`config.mk`:
```
export PLATFORM = sky130hd
export DESIGN_NAME = hazard_ctrl
export DESIGN_NICKNAME = d
export VERILOG_FILES = /design/src/rtl/hazard_pkg.sv /design/src/rtl/miss_keep.sv /design/src/rtl/hazard_ctrl.sv
export SDC_FILE = /design/constraint.sdc
export NUM_CORES = 1
export LEC_CHECK = 0
export ABC_AREA = 1
export BUFFER_PORTS_ARGS = -buffer_cell sky130_fd_sc_hd__buf_2
export CAP_MARGIN = 20
export CELL_PAD_IN_SITES_DETAIL_PLACEMENT = 0
export CELL_PAD_IN_SITES_GLOBAL_PLACEMENT = 1
export CORE_MARGIN = 2
export CORE_UTILIZATION = 29
export DETAILED_ROUTE_END_ITERATION = 10
export PLACE_DENSITY_LB_ADDON = 0.2
export SLEW_MARGIN = 20
export SYNTH_ARGS = -nofsm -noshare
export SYNTH_HDL_FRONTEND = slang
export SYNTH_HIERARCHICAL = 1
export SYNTH_SLANG_ARGS = --single-unit
export TNS_END_PERCENT = 30
```
`constraint.sdc`:
```
create_clock -name clk -period 1.7 [get_ports clk]
set_input_delay 0.085 -clock clk [delete_from_list [all_inputs] [get_ports clk]]
set_output_delay 0.085 -clock clk [all_outputs]
set_load 0.1 [all_outputs]
```
`src/rtl/hazard_pkg.sv`:
```
// Shared types for the hazard controller: FSM states, bypass tracker entry, flush counter width.
package hazard_pkg;

  typedef enum logic [1:0] {
    ST_IDLE = 2'd0,
    ST_WAIT = 2'd1,
    ST_BUSY = 2'd2
  } fsm_st_t;

  // Tracker entries hold the widest supported register index; narrower indices are zero-extended.
  localparam int TRK_AW = 8;
  localparam int FCNT_W = 3;

  typedef struct packed {
    logic [TRK_AW-1:0] dst;
    logic              is_load;
  } trk_ent_t;

endpackage

```
`src/rtl/miss_keep.sv`:
```
// Cache-miss keeper: holds a stall from the miss cycle until the arrival cycle (arrival cycle itself is stall-free).
module miss_keep
  import hazard_pkg::*;
(
  input  logic clk,
  input  logic rstn,
  input  logic i_miss,
  input  logic i_arrival,
  output logic o_st
);

  fsm_st_t r_state;

  always_ff @(posedge clk) begin
    if (!rstn) begin
      r_state <= ST_IDLE;
    end else begin
      case (r_state)
        ST_IDLE: if (i_miss && !i_arrival) r_state <= ST_WAIT;
        ST_WAIT: if (i_arrival) r_state <= ST_IDLE;
        default: r_state <= ST_IDLE;
      endcase
    end
  end

  assign o_st = !i_arrival && (i_miss || (r_state == ST_WAIT));

endmodule

```
`src/rtl/hazard_ctrl.sv`:
```
// Pipeline hazard control: bypass selects, load-use/miss/MDU stalls, jump and mispredict flush.
// Define HAZARD_STAT_EN to build the saturating stall/flush cycle counters; otherwise they read 0.
module hazard_ctrl
  import hazard_pkg::*;
#(
  parameter int FWD_DEPTH  = 2,
  parameter int REG_AW     = 5,
  parameter int FLUSH_JMP  = 2,
  parameter int FLUSH_MISP = 2
) (
  input  logic                 clk,
  input  logic                 rstn,
  input  logic [REG_AW-1:0]    dec_dst,
  input  logic                 dec_dst_en,
  input  logic                 dec_is_load,
  input  logic                 dec_is_j,
  input  logic                 dec_is_b,
  input  logic                 dec_pre_taken,
  input  logic [REG_AW-1:0]    dec_src1,
  input  logic [REG_AW-1:0]    dec_src2,
  input  logic                 dec_is_mdu,
  input  logic                 ex_real_taken,
  input  logic                 mdu_fin,
  input  logic                 f_cmiss,
  input  logic                 f_arrival,
  input  logic                 m_cmiss,
  input  logic                 m_arrival,
  output logic [FWD_DEPTH-1:0] src1_sel,
  output logic [FWD_DEPTH-1:0] src2_sel,
  output logic                 fd_st,
  output logic                 de_st,
  output logic                 em_st,
  output logic                 mw_st,
  output logic                 flush_o,
  output logic [31:0]          stall_cnt,
  output logic [31:0]          flush_cnt
);

  trk_ent_t [FWD_DEPTH-1:0] r_trk;
  fsm_st_t                  r_mdu;
  logic                     r_bpend;
  logic                     r_pred;
  logic [FCNT_W-1:0]        r_fcnt;

  logic              w_i_st, w_d_st, w_mdu_st, w_ld_haz;
  logic              w_misp, w_flush, w_de_st;
  logic [TRK_AW-1:0] w_src1_x, w_src2_x;
  logic              w_unused;

  assign w_src1_x = TRK_AW'(dec_src1);
  assign w_src2_x = TRK_AW'(dec_src2);
  assign w_unused = r_trk[FWD_DEPTH-1].is_load;

  miss_keep u_imiss (.clk(clk), .rstn(rstn), .i_miss(f_cmiss), .i_arrival(f_arrival), .o_st(w_i_st));
  miss_keep u_dmiss (.clk(clk), .rstn(rstn), .i_miss(m_cmiss), .i_arrival(m_arrival), .o_st(w_d_st));

  assign w_misp   = r_bpend && (r_pred != ex_real_taken);
  assign w_flush  = w_misp || (r_fcnt != '0);
  assign w_ld_haz = r_trk[0].is_load && (r_trk[0].dst != '0) &&
                    ((r_trk[0].dst == w_src1_x) || (r_trk[0].dst == w_src2_x));
  assign w_mdu_st = !(mdu_fin || w_flush) && (dec_is_mdu || (r_mdu == ST_BUSY));
  assign w_de_st  = w_ld_haz || w_d_st || w_mdu_st;

  assign fd_st   = w_i_st || w_de_st;
  assign de_st   = w_de_st;
  assign em_st   = w_d_st;
  assign mw_st   = w_d_st;
  assign flush_o = w_flush;

  // Descending scan so the youngest matching stage overwrites older ones.
  always_comb begin
    src1_sel = '0;
    src2_sel = '0;
    for (int k = FWD_DEPTH - 1; k >= 0; k--) begin
      if ((dec_src1 != '0) && (r_trk[k].dst == w_src1_x)) begin
        src1_sel    = '0;
        src1_sel[k] = 1'b1;
      end
      if ((dec_src2 != '0) && (r_trk[k].dst == w_src2_x)) begin
        src2_sel    = '0;
        src2_sel[k] = 1'b1;
      end
    end
  end

  always_ff @(posedge clk) begin
    if (!rstn) begin
      r_trk <= '0;
    end else if (!w_d_st) begin
      for (int k = 1; k < FWD_DEPTH; k++) r_trk[k] <= r_trk[k-1];
      if (w_de_st || w_flush || !dec_dst_en) begin
        r_trk[0] <= '0;
      end else begin
        r_trk[0].dst     <= TRK_AW'(dec_dst);
        r_trk[0].is_load <= dec_is_load;
      end
    end
  end

  always_ff @(posedge clk) begin
    if (!rstn) begin
      r_mdu <= ST_IDLE;
    end else begin
      case (r_mdu)
        ST_IDLE: if (dec_is_mdu && !w_flush && !mdu_fin) r_mdu <= ST_BUSY;
        ST_BUSY: if (mdu_fin) r_mdu <= ST_IDLE;
        default: r_mdu <= ST_IDLE;
      endcase
    end
  end

  // A mispredict resolving right after a jump replaces the jump's remaining flush count.
  always_ff @(posedge clk) begin
    if (!rstn) begin
      r_bpend <= 1'b0;
      r_pred  <= 1'b0;
      r_fcnt  <= '0;
    end else begin
      r_bpend <= dec_is_b && !w_flush && !w_de_st;
      r_pred  <= dec_pre_taken;
      if (w_misp)                                r_fcnt <= FCNT_W'(FLUSH_MISP - 1);
      else if (dec_is_j && !w_flush && !w_de_st) r_fcnt <= FCNT_W'(FLUSH_JMP);
      else if (r_fcnt != '0)                     r_fcnt <= r_fcnt - 1'b1;
    end
  end

`ifdef HAZARD_STAT_EN
  logic [31:0] r_stall_cnt, r_flush_cnt;

  always_ff @(posedge clk) begin
    if (!rstn) begin
      r_stall_cnt <= '0;
      r_flush_cnt <= '0;
    end else begin
      if (fd_st && (r_stall_cnt != '1))   r_stall_cnt <= r_stall_cnt + 32'd1;
      if (w_flush && (r_flush_cnt != '1)) r_flush_cnt <= r_flush_cnt + 32'd1;
    end
  end

  assign stall_cnt = r_stall_cnt;
  assign flush_cnt = r_flush_cnt;
`else
  assign stall_cnt = '0;
  assign flush_cnt = '0;
`endif

endmodule

```
==> qor.yml <==
power_density_mw_per_mm2: 1200
dieArea_mm2: 0.00665
synth_edf_count: 0
avgSynthCellArea_um2: 6.86
crit_arrival_ns: 1.73
grt_overflow: 0
via_per_inst: 3.65
cts_htree_levels: 1
post-route-period-util_pct: 106
rsz0062_at_grt: "yes"
setup_viol: 4
clockBufferDepth: 2
track_usage_pct: 10.2
synth.distinct_cells: 28
hold_path.class: "in -> reg"
synthTopCellsByArea: "buf_4, dfxtp_1, nor2_1, nand2_1, inv_1"
drt-initial-drc-count: 36
initial_core_util_pct: 29.8
cts_made_buffers: 3
path_max_fanout: 5
status: "complete, but fails checks"
die_w_um: 81.5
max_clock_freq_mhz: 552
synth_cells: 254
cts-root-buf: "clkbuf_8"
synth-seq-cells: 19
die_y_um: 81.5
fp-row-count: 28
irDropWorstVdd_uv: 587
cp_data_required_time_ns: 1.62
worst_setup_path_end_kind: "primary output"
syn_area_mm2: 0.00174
finalNonFillerCells: 379
clk_latency_ns: 0.26
synth_flop_cell: "dfxtp_1"
fin_ws_ns: -0.110
place_ws_ns: 0.0338
drc: 0
power.leakage_nw: 1.20
boundaryPins: 102
fillers: 644
dp_cells: 366
drive_gt1_share_pct: 33.9
async_reset_ff_share_pct: 0
start_kind: "flip-flop"
grt_max_degree: 12
critPathMostFrequentCell: "inv_2"
period_needed_ns: 1.81
clkTransAtPathRegs_ns: 0.08
maxCapViolCount: 0
fin_area_mm2: 0.00212
violations: "setup timing"
antenna_found_initial: 0
hpwl_um: 2830
synth_warnings: 6
finish.net_count: 336
postRouteAntennaNets: 0
critical_path.slowest_cell: "dfxtp_2"
portBuffers: 37
cts_tree: "built"
drt_first_pass_iters: 4
grt_first_pass_wirelength_um: 5310
diodes: 0
netlist.area_leader.share_pct: 28.0
drv_slew: 0
route.vias.total: 1382
cpPeakStageDelay_ns: 0.35
routed_wl_um: 3410
fin_skew_ns: 0.00543
dpl_cell_area_mm2: 0.00194
synth_top_cell_by_area: "buf_4"
cts.sinks: 19
finalHoldViolations: 0
place.gp.congestion: 0.723
core_mm2: 0.00585
path_cells: "inv_2 > nand4_1 > o21ai_1 > inv_2 > a21oi_2 > bufinv_8 > or2_4 > buf_12"
synthToLayoutAreaGrowth_pct: 21.5
worstSetupPathType: "reg -> out"
wl_per_cell_um: 9.01
synth_seq_area_share_pct: 21.8
grt_pass1_vias: 1167
[cell type report]
| cell class | instances | area [µm²] | area share [%] |
|---|---|---|---|
| Inverter | 41 | 178 | 8.39 |
| Multi-Input combinational cell | 190 | 1020 | 48.3 |
| Clock buffer | 3 | 41.3 | 1.95 |
| Sequential cell | 19 | 399 | 18.9 |
| Timing Repair Buffer | 50 | 378 | 17.8 |
| Clock inverter | 1 | 5.00 | 0.236 |
| Tap cell | 75 | 93.8 | 4.43 |
[cell usage in the layout (no fill, tap or decap), types with 5 or more instances in the layout]
cell and count:
nor2_1 27, xnor2_1 6, inv_1 29, buf_12 6
nand2_1 30, conb_1 64, buf_2 31, inv_2 7
nand4_1 5, xor2_1 7, dfxtp_1 12, a21oi_1 7
o21ai_0 6, buf_4 11, nor2_2 9
[routing by layer]
| layer | vias up | routed length [µm] | track usage (%) |
|---|---|---|---|
| met5 | - | 0 | 0 |
| met4 | 0 | 41 | 3.56 |
| met3 | 4 | 234 | 0.989 |
| met2 | 62 | 1520 | 17.0 |
| met1 | 578 | 1620 | 13.8 |
| li1 | 738 | - | - |
[stage by stage]
step	hold WS (ns)	total power, mW	TNS, ns	util (%)
final	0.0183	2.54	-0.212	36.2
after global routing	0.0190	2.70	-0.562	36.2
after CTS	0.0105	2.51	-0.247	34.9
after detailed placement	0.272	2.15	0	33.1
after global placement	0.270	2.16	0	33.1
after floorplan	0.147	2.02	-0.259	-
[worst paths after layout]
path	from	slack (ns)	cells past startpoint	end
worst max-delay path	r_trk[1]	-0.11	8	fd_st
worst min-delay path	m_arrival	0.02	2	u_dmiss/r_state[0]
worst max register to register	r_fcnt[0]	0.22	11	r_trk[4]
worst min register to register	u_dmiss/r_state[0]	0.49	2	u_dmiss/r_state[0]
[what timing repair did]
item / 4_1_cts / 5_1_grt
pin swaps: 8 / 10
buffers inserted: 2 / 5
endpoints found under the setup margin: 4 / 7
endpoints found under the hold margin: 2 / 0
resized for setup: 11 / 15
hold buffers: 2 / 0
[cells by family after synthesis]
logic type	synth area share, %
compound gates	5.60
xor+xnor	6.53
fa+ha+maj	1.44
buf+inv	37.3
flops	21.8
mux	0.646
other cells	0.215
simple gates	26.5
[state kept, by name (all words and copies together), names as in the netlist]
name             flops
u_dmiss/r_state      1
r_trk               11
r_mdu                1
r_pred               1
r_bpend              1
r_fcnt               3
u_imiss/r_state      1
[report_power, final]
part | leakage, nW | internal, mW | switching [mW]
Combinational | 1.02 | 0.394 | 1.25
Clock | 0.0255 | 0.163 | 0.160
Sequential | 0.160 | 0.515 | 0.0529
Total | 1.20 | 1.07 | 1.47
[synth_stat cells (4+ instances only)]
cell type,instances
buf_4,65
nor2_1,36
nand2_1,34
inv_1,33
dfxtp_1,19
inv_2,8
a21oi_1,7
xor2_1,7
o21ai_0,6
xnor2_1,6
nand4_1,5
nor2_2,4
[critical path: cells and delay by family (launching register included)]
| kind | cells | cell delay [ns] |
|---|---|---|
| compound gates | 2 | 0.29 |
| buf+inv | 4 | 0.49 |
| flops | 1 | 0.35 |
| simple gates | 2 | 0.34 |
No activity file was read; power rests on OpenSTA's default activity.
